$ cat src/rtl/line_sequencer_if.sv
// Handshake bundle linking the line sequencer to its input/output line RAMs
// and to the Controller/Datapath core.
interface line_sequencer_if #(
  parameter int WIDTH  = 25,
  parameter int ADDR_W = 6
);
  logic              go;
  logic [ADDR_W-1:0] in_addr;
  logic [WIDTH-1:0]  in_data;
  logic              core_start;
  logic [WIDTH-1:0]  core_line;
  logic [ADDR_W-1:0] core_count;
  logic              core_done;
  logic [WIDTH-1:0]  core_result;
  logic              out_we;
  logic [ADDR_W-1:0] out_addr;
  logic [WIDTH-1:0]  out_data;
  logic              busy;
  logic              all_done;
  logic              timeout_err;
  logic [ADDR_W:0]   lines_done;

  // Sequencer side.
  modport master (
    input  go, in_data, core_done, core_result,
    output in_addr, core_start, core_line, core_count,
           out_we, out_addr, out_data, busy, all_done, timeout_err, lines_done
  );

  // RAM/core/controller side.
  modport slave (
    output go, in_data, core_done, core_result,
    input  in_addr, core_start, core_line, core_count,
           out_we, out_addr, out_data, busy, all_done, timeout_err, lines_done
  );
endinterface

$ cat src/rtl/line_sequencer.sv
// Handshake-driven line sequencer: walks the input line RAM, hands each line
// to the core with a start pulse, waits for done (or the per-line watchdog)
// and writes the result to the output line RAM. All outputs are registered.
module line_sequencer #(
  parameter int LINES   = 64,
  parameter int WIDTH   = 25,
  parameter int ADDR_W  = 6,
  parameter int TIMEOUT = 1023,
  parameter int TO_W    = 10
) (
  input  logic             clk,
  input  logic             rst,
  line_sequencer_if.master seq_if
);

  typedef enum logic [2:0] {
    S_IDLE   = 3'd0,
    S_FETCH  = 3'd1,
    S_READ   = 3'd2,
    S_ISSUE  = 3'd3,
    S_WAIT   = 3'd4,
    S_STORE  = 3'd5,
    S_FINISH = 3'd6
  } state_t;

  localparam logic [TO_W-1:0]   TIMEOUT_C = TO_W'(TIMEOUT);
  localparam logic [ADDR_W-1:0] LAST_C    = ADDR_W'(LINES - 1);
  localparam logic [ADDR_W-1:0] ONE_A     = ADDR_W'(1);
  localparam logic [TO_W-1:0]   ONE_T     = TO_W'(1);
  localparam logic [ADDR_W:0]   ONE_L     = (ADDR_W + 1)'(1);

  state_t            state_q, state_d;
  logic [ADDR_W-1:0] index_q, index_d;
  logic              start_run_s;
  logic              timeout_hit_s;

  logic [ADDR_W-1:0] in_addr_q;
  logic [WIDTH-1:0]  core_line_q;
  logic [ADDR_W-1:0] core_count_q;
  logic              core_start_q;
  logic [TO_W-1:0]   wd_q;
  logic              out_we_q;
  logic [ADDR_W-1:0] out_addr_q;
  logic [WIDTH-1:0]  out_data_q;
  logic [ADDR_W:0]   lines_done_q;
  logic              busy_q;
  logic              all_done_q;
  logic              timeout_err_q;

  // Next-state selection plus the run-start and watchdog-expiry strobes.
  always_comb begin
    state_d       = state_q;
    index_d       = index_q;
    start_run_s   = 1'b0;
    timeout_hit_s = 1'b0;
    case (state_q)
      S_IDLE, S_FINISH: begin
        if (seq_if.go) begin
          state_d     = S_FETCH;
          index_d     = {ADDR_W{1'b0}};
          start_run_s = 1'b1;
        end else begin
          state_d = state_q;
        end
      end
      S_FETCH: state_d = S_READ;
      S_READ:  state_d = S_ISSUE;
      S_ISSUE: state_d = S_WAIT;
      S_WAIT: begin
        // done wins over an expiring watchdog in the same cycle
        if (seq_if.core_done) begin
          state_d = S_STORE;
        end else if (wd_q == TIMEOUT_C) begin
          state_d       = S_STORE;
          timeout_hit_s = 1'b1;
        end else begin
          state_d = S_WAIT;
        end
      end
      S_STORE: begin
        // the last line ends the run; the index never wraps to 0
        if (index_q == LAST_C) begin
          state_d = S_FINISH;
        end else begin
          state_d = S_FETCH;
          index_d = index_q + ONE_A;
        end
      end
      default: state_d = S_IDLE;
    endcase
  end

  // State, line index and watchdog registers.
  always_ff @(posedge clk or negedge rst) begin
    if (!rst) begin
      state_q <= S_IDLE;
      index_q <= {ADDR_W{1'b0}};
      wd_q    <= {TO_W{1'b0}};
    end else begin
      state_q <= state_d;
      index_q <= index_d;
      // the watchdog counts WAIT cycles from 0; it expires when it reads TIMEOUT
      if (state_q == S_ISSUE) begin
        wd_q <= {TO_W{1'b0}};
      end else if (state_q == S_WAIT && state_d == S_WAIT) begin
        wd_q <= wd_q + ONE_T;
      end else begin
        wd_q <= wd_q;
      end
    end
  end

  // Input-RAM address and the line/index presented to the core.
  always_ff @(posedge clk or negedge rst) begin
    if (!rst) begin
      in_addr_q    <= {ADDR_W{1'b0}};
      core_line_q  <= {WIDTH{1'b0}};
      core_count_q <= {ADDR_W{1'b0}};
      core_start_q <= 1'b0;
    end else begin
      if (state_d == S_FETCH) begin
        in_addr_q <= index_d;
      end else begin
        in_addr_q <= in_addr_q;
      end
      if (state_q == S_READ) begin
        core_line_q  <= seq_if.in_data;
        core_count_q <= index_q;
      end else begin
        core_line_q  <= core_line_q;
        core_count_q <= core_count_q;
      end
      core_start_q <= (state_d == S_ISSUE);
    end
  end

  // Output-RAM write port: one write per line, only during STORE.
  always_ff @(posedge clk or negedge rst) begin
    if (!rst) begin
      out_we_q   <= 1'b0;
      out_addr_q <= {ADDR_W{1'b0}};
      out_data_q <= {WIDTH{1'b0}};
    end else begin
      out_we_q <= (state_d == S_STORE);
      if (state_d == S_STORE) begin
        out_addr_q <= index_q;
      end else begin
        out_addr_q <= out_addr_q;
      end
      if (state_q == S_WAIT && state_d == S_STORE) begin
        out_data_q <= timeout_hit_s ? {WIDTH{1'b0}} : seq_if.core_result;
      end else begin
        out_data_q <= out_data_q;
      end
    end
  end

  // Run status: progress count, busy/done flags and sticky timeout flag.
  always_ff @(posedge clk or negedge rst) begin
    if (!rst) begin
      lines_done_q  <= {(ADDR_W + 1){1'b0}};
      busy_q        <= 1'b0;
      all_done_q    <= 1'b0;
      timeout_err_q <= 1'b0;
    end else begin
      if (start_run_s) begin
        lines_done_q <= {(ADDR_W + 1){1'b0}};
      end else if (state_q == S_STORE) begin
        lines_done_q <= lines_done_q + ONE_L;
      end else begin
        lines_done_q <= lines_done_q;
      end
      busy_q     <= (state_d != S_IDLE) && (state_d != S_FINISH);
      all_done_q <= (state_d == S_FINISH);
      if (start_run_s) begin
        timeout_err_q <= 1'b0;
      end else if (timeout_hit_s) begin
        timeout_err_q <= 1'b1;
      end else begin
        timeout_err_q <= timeout_err_q;
      end
    end
  end

  assign seq_if.in_addr     = in_addr_q;
  assign seq_if.core_start  = core_start_q;
  assign seq_if.core_line   = core_line_q;
  assign seq_if.core_count  = core_count_q;
  assign seq_if.out_we      = out_we_q;
  assign seq_if.out_addr    = out_addr_q;
  assign seq_if.out_data    = out_data_q;
  assign seq_if.busy        = busy_q;
  assign seq_if.all_done    = all_done_q;
  assign seq_if.timeout_err = timeout_err_q;
  assign seq_if.lines_done  = lines_done_q;

endmodule

$ cat src/flat_wrapper.sv
// flat-port wrapper written by rule: the top's interface ports become plain ports
module line_sequencer_flat 
#(
  parameter int LINES   = 64,
  parameter int WIDTH   = 25,
  parameter int ADDR_W  = 6,
  parameter int TIMEOUT = 1023,
  parameter int TO_W    = 10
)
  (clk, rst, seq_if_go, seq_if_in_data, seq_if_core_done, seq_if_core_result, seq_if_in_addr, seq_if_core_start, seq_if_core_line, seq_if_core_count, seq_if_out_we, seq_if_out_addr, seq_if_out_data, seq_if_busy, seq_if_all_done, seq_if_timeout_err, seq_if_lines_done);
  line_sequencer_if #(.WIDTH(WIDTH), .ADDR_W(ADDR_W)) seq_if_i ();
  input  logic clk;
  input  logic rst;
  input wire logic [$bits(seq_if_i.go)-1:0] seq_if_go;
  input wire logic [$bits(seq_if_i.in_data)-1:0] seq_if_in_data;
  input wire logic [$bits(seq_if_i.core_done)-1:0] seq_if_core_done;
  input wire logic [$bits(seq_if_i.core_result)-1:0] seq_if_core_result;
  output wire logic [$bits(seq_if_i.in_addr)-1:0] seq_if_in_addr;
  output wire logic [$bits(seq_if_i.core_start)-1:0] seq_if_core_start;
  output wire logic [$bits(seq_if_i.core_line)-1:0] seq_if_core_line;
  output wire logic [$bits(seq_if_i.core_count)-1:0] seq_if_core_count;
  output wire logic [$bits(seq_if_i.out_we)-1:0] seq_if_out_we;
  output wire logic [$bits(seq_if_i.out_addr)-1:0] seq_if_out_addr;
  output wire logic [$bits(seq_if_i.out_data)-1:0] seq_if_out_data;
  output wire logic [$bits(seq_if_i.busy)-1:0] seq_if_busy;
  output wire logic [$bits(seq_if_i.all_done)-1:0] seq_if_all_done;
  output wire logic [$bits(seq_if_i.timeout_err)-1:0] seq_if_timeout_err;
  output wire logic [$bits(seq_if_i.lines_done)-1:0] seq_if_lines_done;
  assign seq_if_i.go = seq_if_go;
  assign seq_if_i.in_data = seq_if_in_data;
  assign seq_if_i.core_done = seq_if_core_done;
  assign seq_if_i.core_result = seq_if_core_result;
  assign seq_if_in_addr = seq_if_i.in_addr;
  assign seq_if_core_start = seq_if_i.core_start;
  assign seq_if_core_line = seq_if_i.core_line;
  assign seq_if_core_count = seq_if_i.core_count;
  assign seq_if_out_we = seq_if_i.out_we;
  assign seq_if_out_addr = seq_if_i.out_addr;
  assign seq_if_out_data = seq_if_i.out_data;
  assign seq_if_busy = seq_if_i.busy;
  assign seq_if_all_done = seq_if_i.all_done;
  assign seq_if_timeout_err = seq_if_i.timeout_err;
  assign seq_if_lines_done = seq_if_i.lines_done;
  line_sequencer #(.LINES(LINES), .WIDTH(WIDTH), .ADDR_W(ADDR_W), .TIMEOUT(TIMEOUT), .TO_W(TO_W)) u_core (.clk(clk), .rst(rst), .seq_if(seq_if_i));
endmodule
$ cat config.mk
export PLATFORM = sky130hd
export DESIGN_NAME = line_sequencer_flat
export DESIGN_NICKNAME = d
export VERILOG_FILES = /design/src/rtl/line_sequencer_if.sv /design/src/rtl/line_sequencer.sv /design/src/flat_wrapper.sv
export SDC_FILE = /design/constraint.sdc
export NUM_CORES = 1
export LEC_CHECK = 0
export CAP_MARGIN = 15
export CORE_MARGIN = 2
export CORE_UTILIZATION = 46
export CTS_CLUSTER_SIZE = 30
export DETAILED_ROUTE_END_ITERATION = 10
export PLACE_DENSITY = 0.83
export SETUP_SLACK_MARGIN = 0.02
export SYNTH_ARGS = -nofsm -noshare
export SYNTH_HDL_FRONTEND = slang
export SYNTH_SLANG_ARGS = --single-unit
$ cat constraint.sdc
create_clock -name clk -period 2.25 [get_ports clk]
set_clock_uncertainty 0.15 [all_clocks]
set_input_delay 0.225 -clock clk [delete_from_list [all_inputs] [get_ports clk]]
set_output_delay 0.225 -clock clk [all_outputs]
set_load 0.005 [all_outputs]
== Word-level counts from Yosys, hierarchy flattened ==
Cells that the tools add are included.
Word-level totals
  input port bits: 54
  output and inout port bits: 80
  logic and storage cells: 60
  bits in registers: 99
Operators by class
  $add $sub $neg: 3
  mux-type cells: 20
  reduce and logical (&&, ||, !) cells: 9
  eq/ne operators: 14
Operator list (number)
  two-way mux 25 bit: 1
  two-way mux 10 bit: 2
  equality test 3 bit (second input constant): 6
  one-hot mux 3 bit (6 select lines): 1
  two-way mux 7 bit: 2
  two-way mux 6 bit: 2
  one-hot mux 6 bit (2 select lines): 1
  adder 10 x 1 -> 10 bit (second input constant): 1
  equality test 10 bit (second input constant): 1
  equality test 3 x 2 -> 1 bit (second input constant): 3
  two-way mux 3 bit: 3
  two-way mux 1 bit: 8
  adder 7 x 1 -> 7 bit (second input constant): 1
  adder 6 x 1 -> 6 bit (second input constant): 1
  equality test 3 x 1 -> 1 bit (second input constant): 2
  equality test 6 bit (second input constant): 1
  nonzero test 2 bit: 3
  logical AND 1 bit: 3
  logical NOT 3 bit: 1
  != test 3 bit (second input constant): 1
  nonzero test 3 bit: 1
  OR reduction 2 bit: 1

== Logic depth before layout (Yosys ltp) ==
  depth after elaboration: 8
  depth in mapped cells: 8
  mapped depth without buffers: 6

== Worst setup path after synthesis ==
Ideal clock, no wire load.
  path type: register to register
  start point: register u_core.wd_q[0]
  end point: register u_core.wd_q[9]
  setup time: 0.078 ns
  period minus slack after synthesis: 1.970 ns
  stages on the path, launching flop included: 7
  arrival: 1.742 ns
  buffers on the path: 0
  slack: 0.280 ns
  required time: 2.022 ns
  cell sequence: dfrtp_1 > ha_1 > and2_1 > a41oi_2 > inv_2 > or4_1 > a21oi_1
Between the ends
  longest elaborated chain between the ends: 7
  elaborated cells between the ends (all ways): 10
  classes of those cells: add/sub (1); eq/ne (2); mux (5); reduce/logical (2)
Ends and longest elaborated chain
  start: declaration: line line_sequencer.sv:41  | logic [TO_W-1:0] wd_q;
  start signal: assignment: line line_sequencer.sv:98  | wd_q <= {TO_W{1'b0}};
  start signal: assignment: line line_sequencer.sv:104  | wd_q <= {TO_W{1'b0}};
  start signal: assignment: line line_sequencer.sv:106  | wd_q <= wd_q + ONE_T;
  equality test 10 bit: line line_sequencer.sv:73  | end else if (wd_q == TIMEOUT_C) begin
  two-way mux 1 bit: line line_sequencer.sv:73
  two-way mux 3 bit: line line_sequencer.sv:71  | if (seq_if.core_done) begin
  one-hot mux 3 bit (6 select lines): line line_sequencer.sv:56  | case (state_q)
  equality test 3 bit: line line_sequencer.sv:105  | end else if (state_q == S_WAIT && state_d == S_WAIT) begin
  logical AND 1 bit: line line_sequencer.sv:105
  nonzero test 2 bit (no line)
Several ways; a longest one is shown, not always the timed one. The select of a mux whose other input is x is not followed.
A chain may end at the register's enable or synchronous reset.

== Worst setup path after layout ==
  start point: register u_core.state_q[2]
  end point: register u_core.wd_q[9]
Between the ends
  longest elaborated chain between the ends: 6
  elaborated cells between the ends (all ways): 14
  classes of those cells: eq/ne (7); mux (3); reduce/logical (4)
Ends and longest elaborated chain
  start: declaration: line line_sequencer.sv:32  | state_t state_q, state_d;
  start signal: assignment: line line_sequencer.sv:100  | state_q <= state_d;
  equality test 3 bit or logical NOT 3 bit (tied branches): line line_sequencer.sv:56
  OR reduction 2 bit: line line_sequencer.sv:56
  one-hot mux 3 bit (6 select lines): line line_sequencer.sv:56
  equality test 3 bit: line line_sequencer.sv:105
  logical AND 1 bit: line line_sequencer.sv:105
  nonzero test 2 bit (no line)
  end signal: assignment: line line_sequencer.sv:104
  end signal: assignment: line line_sequencer.sv:106
  end signal: assignment: line line_sequencer.sv:108  | wd_q <= wd_q;
Several ways; a longest one is shown, not always the timed one.

==> impl_metrics.yaml <==
floorplanning:
  core_area_um2: 8640
  die_x_um: 97.8
  start_util_pct: 46.9
  die_y_um: 97.8
  fp-row-count: 34
  io_pins: 134
  die_area_um2: 9570
timing:
  tightestPinTransition_ps: 483
  period_minus_slack_ps: 2120
  slew_headroom_pct: 67.8
  timing.final.crit_share_pct: 94.2
  grt_setup_unrepaired: "false"
  fin_ws_ps: 130
  setup-tns-final_ps: 0
  setup_viol: 0
  whs_ps: 206
  slew_violations: 0
  fmax_mhz: 472
  hold_viol: 0
place:
  place.gp.congestion: 0.789
  portBuffers: 133
  pre_cts_slack_ps: 64.5
  hpwl_mm: 7.05
  placed_area_um2: 5590
  dp.cells: 548
synthesis:
  yosysUniqueCellTypes: 50
  async_flop_share_pct: 100
  synth_flop_cell: "dfrtp_1"
  synth_edf_count: 0
  syn_inst: 312
  syn_area_per_cell_um2: 13.0
  synth_fp_nets: 369
  ys_warn_count: 0
  synth_area_um2: 4050
  synth_seq_cells: 99
  synth-seq-area-share_pct: 61.1
layout:
  drive_gt1_share_pct: 16.6
  fin_cells: 566
  post-route-util_pct: 67.0
  syn2layout_area_growth_pct: 42.8
  n_antenna_cell: 0
  fillers: 645
  nets: 510
  fin_area_um2: 5790
pwr:
  powerDensity_nw_per_um2: 1150
  irDropWorstVdd_v: 0.000589
  p_total_mw: 6.67
  p_leak_nw: 2.55
setup_path:
  slowest_stage: "dfrtp_1"
  worstSetupPathType: "flip-flop to flip-flop"
  crit_chain: "and4bb_4 -> a41oi_4 -> inv_4 -> or4_1 -> a21oi_1"
  cp.required_ps: 2390
  slowest_delay_ps: 550
  end_kind: "flip-flop"
  worstPathArrival_ps: 2260
  crit_path_start_kind: "flip-flop"
  crit_path_max_fanout: 15
clock_network:
  cts_buffers: 9
  clk_pin_slew_worst_paths_ps: 90
  clock-sinks: 99
  cts_tree: "done"
  clockBufferDepth: 2
  root_buffer: "clkbuf_8"
  h-tree-depth: 3
  clk_latency_ps: 360
detailed_routing:
  via_per_inst: 5.40
  drt_iter0_drc: 101
  wl_per_cell_um: 17.0
  drt-total-wl_mm: 9.62
  drc: 0
  vias: 3056
  dr.pass1.iters: 4
  detail-route-antenna-nets: 0
global_routing:
  grt_pass1_wl_mm: 15.7
  grt_max_degree: 49
  antenna_found_initial: 0
  grt_pass1_vias: 3138
  grt_overflow: 0
  grt_use_total_pct: 20.7
job:
  cap_violations: 0
hold_path:
  hp-class: "primary input to async pin"
outcome:
  status: "complete, no violations"
[registers in the layout, indices dropped and copies added, names as in the netlist]
name	count
u_core.seq_if.core_line	25
u_core.seq_if.out_data	25
u_core.wd_q	10
u_core.seq_if.lines_done	7
u_core.index_q	6
u_core.seq_if.core_count	6
u_core.seq_if.in_addr	6
u_core.seq_if.out_addr	6
u_core.state_q	3
u_core.seq_if.all_done	1
u_core.seq_if.busy	1
u_core.seq_if.core_start	1
u_core.seq_if.out_we	1
u_core.seq_if.timeout_err	1
[Yosys cell counts (2+ instances only)]
master	count	area, um2
a22o_1	27	236
buf_2	9	45.0
and2_1	3	18.8
a211oi_1	2	15.0
inv_1	2	7.51
a21o_1	2	15.0
clkbuf_1	6	22.5
or4_1	4	30.0
ha_1	3	37.5
a31oi_1	2	12.5
a21oi_1	14	70.1
nand2_1	19	71.3
xnor2_1	5	43.8
dfrtp_1	99	2480
buf_4	2	15.0
nand2b_1	3	18.8
mux2i_1	3	30.0
a311oi_1	2	17.5
or3_1	3	18.8
xor2_1	3	26.3
nor3_1	4	20.0
nand3_1	5	25.0
mux2_2	40	450
and3_1	2	12.5
o31ai_1	3	22.5
o21ai_0	7	35.0
nor2_1	13	48.8
nand4_1	3	18.8
[power breakdown]
| part | total (mW) | switching (mW) | internal, mW |
|---|---|---|---|
| clock network | 1.04 | 0.624 | 0.416 |
| logic | 2.83 | 1.01 | 1.83 |
| registers | 2.79 | 0.391 | 2.40 |
| total | 6.67 | 2.02 | 4.65 |
[per-layer routing]
metal  part of all wire [%]  up-vias  GRT usage [%]
met5                      0        -              0
met4                    2.7        0           9.83
met3                    5.1       18           5.08
met2                     51       90           33.4
met1                     41     1526           26.5
li1                       -     1422              -
[worst paths after layout]
| path | startpoint | to | slack (ps) | cells past startpoint |
|---|---|---|---|---|
| max | u_core.state_q[2] | u_core.wd_q[9] | 130 | 5 |
| min | rst | u_core.seq_if.lines_done[6] | 210 | 2 |
| max reg2reg | u_core.state_q[2] | u_core.wd_q[9] | 130 | 5 |
| min reg2reg | u_core.seq_if.in_addr[0] | u_core.seq_if.in_addr[0] | 340 | 1 |
| max in group asynchronous | rst | u_core.seq_if.core_line[24] | 1140 | 3 |
| min in group clk | seq_if_in_data[16] | u_core.seq_if.core_line[16] | 310 | 2 |
[layout make-up]
type                            count  area (um2)  share of cell area, %
Clock buffer                       10         128                   2.21
Clock inverter                      6        50.0                  0.865
Inverter                            3        13.8                  0.238
Multi-Input combinational cell    193        1510                   26.1
Sequential cell                    99        2480                   42.8
Tap cell                          108         135                   2.34
Timing Repair Buffer              147        1470                   25.5
[cells in the final DEF (no fill, tap or decap), drive strengths merged, types with 3 or more instances in the layout]
master,n
and2,3
buf,14
clkbuf,10
xor2,3
inv,5
nand4,3
xnor2,5
nor2,14
mux2i,3
or3,3
dfrtp,99
nand3,5
clkinv,3
nor3,4
o31ai,3
clkdlybuf4s50,132
a21oi,14
or4,4
o21ai,7
mux2,40
ha,3
nand2b,3
nand2,19
a22o,27
[worst max-delay path: cells and delay by family (launching register included)]
kind                   cells  cell delay, ps
AND/OR/NAND/NOR            2             820
flip-flops                 1             550
AO/OA/AOI/OAI              2             440
buffers and inverters      1             100
[logic make-up (layout without fill, tap and decap cells)]
family	count (synthesis)	count (layout)	share of synthesized area [%]
AO/OA/AOI/OAI	68	68	12.5
XOR/XNOR	8	8	1.73
adder cells (fa/ha/maj)	3	3	0.927
buffers and inverters	20	166	2.32
flip-flops	99	99	61.1
multiplexers	43	43	11.9
AND/OR/NAND/NOR	71	71	9.51
[what timing repair did]
item,4_1_cts,5_1_grt
setup endpoints to repair,0,3
setup buffers,0,1
hold buffers,1,0
gates resized for setup,0,1
endpoints found under the hold margin,34,0
Power figures use the tool's default switching activity.
